===== src/rtl/dht11_scheduler.sv =====
// Read sequencer for dht11_controller: periodic/on-demand triggering, holdoff,
// timeout and bounded retry, and a latched copy of the last good reading.
module dht11_scheduler #(
    parameter int unsigned PERIOD_CYC  = 200_000_000,
    parameter int unsigned TIMEOUT_CYC = 3_000_000,
    parameter int unsigned GAP_CYC     = 100_000_000,
    parameter int unsigned MAX_RETRY   = 2
) (
    input  logic        clk,
    input  logic        rst,
    input  logic        enable,
    input  logic        req,
    output logic        dht_start,
    input  logic        dht_done,
    input  logic        dht_valid,
    input  logic [15:0] dht_humidity,
    input  logic [15:0] dht_temperature,
    output logic [15:0] humidity,
    output logic [15:0] temperature,
    output logic        data_valid,
    output logic        update,
    output logic        error,
    output logic [7:0]  err_count,
    output logic        busy,
    output logic [2:0]  state_dbg
);

    typedef enum logic [2:0] {
        IDLE  = 3'd0,
        START = 3'd1,
        WAIT  = 3'd2,
        HOLD  = 3'd3
    } state_t;

    localparam logic [31:0] PERIOD_LAST  = 32'(PERIOD_CYC - 1);
    localparam logic [31:0] TIMEOUT_LAST = 32'(TIMEOUT_CYC - 1);
    localparam logic [31:0] GAP_LOAD     = 32'(GAP_CYC);
    localparam logic [31:0] RETRY_MAX    = 32'(MAX_RETRY);

    state_t      state_q, state_d;
    logic [31:0] period_q, period_d;
    logic [31:0] tmo_q, tmo_d;
    logic [31:0] hold_q, hold_d;
    logic [31:0] retry_q, retry_d;
    logic        pending_q, pending_d;
    logic        retry_pend_q, retry_pend_d;
    logic        dht_start_q, dht_start_d;
    logic [15:0] humidity_q, humidity_d;
    logic [15:0] temperature_q, temperature_d;
    logic        data_valid_q, data_valid_d;
    logic        update_q, update_d;
    logic        error_q, error_d;
    logic [7:0]  err_count_q, err_count_d;
    logic        busy_q, busy_d;
    logic        period_hit;
    logic        attempt_end;

    always_comb begin
        state_d       = state_q;
        period_d      = period_q;
        tmo_d         = tmo_q;
        hold_d        = hold_q;
        retry_d       = retry_q;
        pending_d     = pending_q;
        retry_pend_d  = retry_pend_q;
        dht_start_d   = 1'b0;
        humidity_d    = humidity_q;
        temperature_d = temperature_q;
        data_valid_d  = data_valid_q;
        update_d      = 1'b0;
        error_d       = 1'b0;
        err_count_d   = err_count_q;
        attempt_end   = 1'b0;

        period_hit = enable && (period_q == PERIOD_LAST);
        if (!enable || period_hit) begin
            period_d = '0;
        end else begin
            period_d = period_q + 32'd1;
        end

        case (state_q)
            IDLE: begin
                if (pending_q) begin
                    pending_d   = 1'b0;
                    dht_start_d = 1'b1;
                    state_d     = START;
                end
            end
            START: begin
                tmo_d   = TIMEOUT_LAST;
                state_d = WAIT;
            end
            WAIT: begin
                // A done pulse on the expiry cycle takes precedence over the timeout.
                attempt_end = dht_done || (tmo_q == '0);
                if (dht_done && dht_valid) begin
                    humidity_d    = dht_humidity;
                    temperature_d = dht_temperature;
                    update_d      = 1'b1;
                    data_valid_d  = 1'b1;
                    retry_d       = '0;
                end else if (attempt_end) begin
                    if (retry_q < RETRY_MAX) begin
                        retry_d      = retry_q + 32'd1;
                        retry_pend_d = 1'b1;
                    end else begin
                        error_d     = 1'b1;
                        retry_d     = '0;
                        err_count_d = (err_count_q == 8'hFF) ? err_count_q : err_count_q + 8'd1;
                    end
                end
                if (attempt_end) begin
                    hold_d  = GAP_LOAD;
                    state_d = HOLD;
                end else begin
                    tmo_d = tmo_q - 32'd1;
                end
            end
            HOLD: begin
                // Leaving on the 1->0 step gives exactly GAP_CYC holdoff cycles.
                if (hold_q <= 32'd1) begin
                    hold_d = '0;
                    if (retry_pend_q) begin
                        retry_pend_d = 1'b0;
                        dht_start_d  = 1'b1;
                        state_d      = START;
                    end else begin
                        state_d = IDLE;
                    end
                end else begin
                    hold_d = hold_q - 32'd1;
                end
            end
            default: begin
                state_d = IDLE;
            end
        endcase

        if (req || period_hit) begin
            pending_d = 1'b1;
        end

        busy_d = (state_d != IDLE);
    end

    always_ff @(posedge clk) begin
        if (rst) begin
            state_q       <= IDLE;
            period_q      <= '0;
            tmo_q         <= '0;
            hold_q        <= '0;
            retry_q       <= '0;
            pending_q     <= 1'b0;
            retry_pend_q  <= 1'b0;
            dht_start_q   <= 1'b0;
            humidity_q    <= '0;
            temperature_q <= '0;
            data_valid_q  <= 1'b0;
            update_q      <= 1'b0;
            error_q       <= 1'b0;
            err_count_q   <= '0;
            busy_q        <= 1'b0;
        end else begin
            state_q       <= state_d;
            period_q      <= period_d;
            tmo_q         <= tmo_d;
            hold_q        <= hold_d;
            retry_q       <= retry_d;
            pending_q     <= pending_d;
            retry_pend_q  <= retry_pend_d;
            dht_start_q   <= dht_start_d;
            humidity_q    <= humidity_d;
            temperature_q <= temperature_d;
            data_valid_q  <= data_valid_d;
            update_q      <= update_d;
            error_q       <= error_d;
            err_count_q   <= err_count_d;
            busy_q        <= busy_d;
        end
    end

    assign dht_start   = dht_start_q;
    assign humidity    = humidity_q;
    assign temperature = temperature_q;
    assign data_valid  = data_valid_q;
    assign update      = update_q;
    assign error       = error_q;
    assign err_count   = err_count_q;
    assign busy        = busy_q;
    assign state_dbg   = state_q;

endmodule


===== config.mk =====
export PLATFORM = sky130hd
export DESIGN_NAME = dht11_scheduler
export DESIGN_NICKNAME = d
export VERILOG_FILES = /design/src/rtl/dht11_scheduler.sv
export SDC_FILE = /design/constraint.sdc
export NUM_CORES = 1
export LEC_CHECK = 0
export ABC_AREA = 0
export CORE_MARGIN = 1
export CORE_UTILIZATION = 50
export DETAILED_ROUTE_END_ITERATION = 7
export PLACE_DENSITY = 0.72
export REMOVE_ABC_BUFFERS = 1
export SLEW_MARGIN = 20
export SYNTH_ARGS = -nofsm -noshare
export SYNTH_HDL_FRONTEND = slang
export SYNTH_SLANG_ARGS = --single-unit

===== constraint.sdc =====
create_clock -name clk -period 5.8 [get_ports clk]
set_input_delay 1.16 -clock clk [delete_from_list [all_inputs] [get_ports clk]]
set_output_delay 1.16 -clock clk [all_outputs]
set_load 0.005 [all_outputs]

==> impl_metrics.csv <==
group,metric,value,unit
logic_synthesis,async_flop_share,0,
place,gp_congestion,0.826,
final_layout,nets,1054,
floorplanning,start_util,0.513,
global_route,grt_util_all_layers,0.228,
global_route,overflow,0,
logic_synthesis,ys_seq_area_frac,0.455,
critical_path,arrival,3.52,ns
clocking,cts_num_sinks,178,
logic_synthesis,synth_area_leader_cell,"dfxtp_1",
route,ant_nets,0,
route,wl,17700,microns
sta,fmax,308,MHz
route,drtIter0Drc,457,
logic_synthesis,synth_area,7820,sq um
clocking,htreeDepth,4,
route,vias_per_cell,5.57,
global_route,grt_pass1_vias,6280,
route,drc,0,
place,port_buffers,85,
clocking,post-cts-setup-buffers,0,
global_route,grt_pass1_wl,29800,microns
route,dr_total_vias,6877,
run,drv_cap,0,
sta,grt_setup_unrepaired,"no",
sta,drv_slew,0,
power,power,2640,uW
power,ir_worst_vdd,0.195,mV
critical_path,cp-end-kind,"flop",
sta,post-route-period-util,0.561,
place,dp_hpwl,11600,microns
route,wl_per_cell,14.3,microns
clocking,cts_buffers,17,
global_route,grt_max_degree,49,
route,drt_first_pass_iters,5,
final_layout,area_growth,20.9,%
sta,fin_setup_tns,0,ns
sta,hold_violations,0,
power,power_leakage,0.00333,uW
clocking,root_buffer,"clkbuf_16",
floorplanning,io_pins,86,
sta,finClkSkew,0.00756,ns
sta,worst_pin_slew,0.892,ns
clocking,clockBufferDepth,2,
floorplanning,die_h,127,microns
floorplanning,rows,45,
logic_synthesis,synth_warnings,0,
global_route,grt_antenna_before_repair,0,
sta,relSlewSlack,0.402,
logic_synthesis,synthFlopType,"dfxtp_1",
sta,layout_min_cycle_time,3.25,ns
logic_synthesis,syn_inst,945,
floorplanning,die_w,127,microns
power,power_density,280,nW/um^2
logic_synthesis,ys_ff_latch,178,
logic_synthesis,synth_edf_count,0,
logic_synthesis,yosysUniqueCellTypes,60,
critical_path,crit_fanout,28,
final_layout,final_common_cell,"dfxtp_1",
floorplanning,dieArea,16200,sq um
critical_path,cp-start-kind,"flop",
floorplanning,core_area,15300,sq um
logic_synthesis,synth.area.top_cells,"dfxtp_1 46%, a21oi_1 6.7%, nor2_1 6.2%",
final_layout,drive_gt1_frac,0.0674,
min_path,worst_hold_path_type,"flop to flop",
clocking,tritoncts,"built",
critical_path,critPathKind,"flop to flop",
run_status,status,"finished clean",
logic_synthesis,synth.avg_cell_area,8.28,sq um
critical_path,required,6.07,ns
final_layout,final_cell_mix,"178 x dfxtp_1, 127 x nor2_1, 108 x nand2_1",
clocking,worstSkewPairLatency,0.43,ns
clocking,clk_pin_slew,0.06,ns
clocking,cts-hold-fix-buffers,0,
logic_synthesis,netlist.area_leader.share,0.455,
final_layout,antennaDiodeCount,0,
sta,final-setup-viol-count,0,
clocking,cts_resized,0,
-- per-layer routing --
metal,vias up,wire (microns),GRT usage
met5,-,0,0
met4,0,241,0.0847
met3,23,597,0.0482
met2,103,8170,0.371
met1,3241,8660,0.298
li1,3510,-,-
-- flip-flops by register name (all words and copies together), names as in the netlist, 3 cells and up --
signal and count:
state_dbg 3, retry_q 32, humidity 16, temperature 16
period_q 32, hold_q 32, err_count 8, tmo_q 32
-- area by class of cell --
cell class              count  area [sq um]
clock buffers              21           460
clock inverters            11           183
fillers                  1332          5800
inverters                  22          82.6
multi-input cells         699          4010
flip-flops and latches    178          3560
well taps                 211           264
repair buffers             92           898
-- worst paths after layout --
| kind | from | end | slack, ns | cells past startpoint |
|---|---|---|---|---|
| worst max-delay path | tmo_q[23] | retry_q[29] | 2.55 | 6 |
| worst min-delay path | retry_q[31] | retry_q[31] | 0.45 | 2 |
| worst min register to register | retry_q[31] | retry_q[31] | 0.45 | 2 |
| worst max register to register | tmo_q[23] | retry_q[29] | 2.55 | 6 |
-- worst max-delay path, cell delays in order, from the launching register on --
cell     delay [ns]
dfxtp_1        0.36
or4_1          0.65
nor4_2         0.46
a31oi_1        0.29
nor2_1         0.42
a21o_1         0.76
nor2_1         0.14
-- synth_stat cells (5+ instances only) --
| cell type | n |
|---|---|
| dfxtp_1 | 178 |
| nor2_1 | 129 |
| nand2_1 | 108 |
| a21oi_1 | 105 |
| clkbuf_1 | 36 |
| nor3_1 | 33 |
| xor2_1 | 30 |
| a31oi_1 | 28 |
| nor4_1 | 27 |
| nand3_1 | 25 |
| xnor2_1 | 24 |
| inv_1 | 22 |
| nand4_1 | 21 |
| and3_1 | 18 |
| o21ai_0 | 17 |
| or3_1 | 17 |
| or4_1 | 15 |
| and4_1 | 8 |
| buf_2 | 7 |
| a211oi_1 | 6 |
| ha_1 | 6 |
| nand2b_1 | 6 |
| o31ai_1 | 6 |
| a41oi_1 | 5 |
| and2_1 | 5 |
| nor2b_1 | 5 |
-- cell families (layout without fill, tap and decap cells) --
family	Yosys count	count (layout)	synth area share
and+or+nand+nor	439	439	0.283
AOI/OAI and AO/OA	195	195	0.151
DFF	178	178	0.455
buffers and inverters	68	146	0.0347
xor gates and xnor gates	54	54	0.0605
adders and majority gates	6	6	0.00960
muxes	4	4	0.00576
other	1	1	0.000479
-- metrics by stage --
stage               instance area [sq um]  utilization  hold WS [ns]  worst slack (ns)  instances
global route                         9460        0.620         0.470              2.35       1234
floorplan                            7630            -         0.425              2.97        899
finish                               9460        0.620         0.454              2.55       1234
CTS                                  9450        0.620         0.452              2.58       1234
detailed placement                   8810        0.577         0.442              2.36       1202
global placement                     8800        0.577         0.437              2.06       1202
-- power breakdown --
part | leakage, uW | internal [uW] | switching (uW)
clock network | 0.000317 | 784 | 466
logic | 0.00158 | 63.1 | 91.2
registers | 0.00144 | 1230 | 9.36
total | 0.00333 | 2080 | 566
Power figures use the tool's default switching activity.
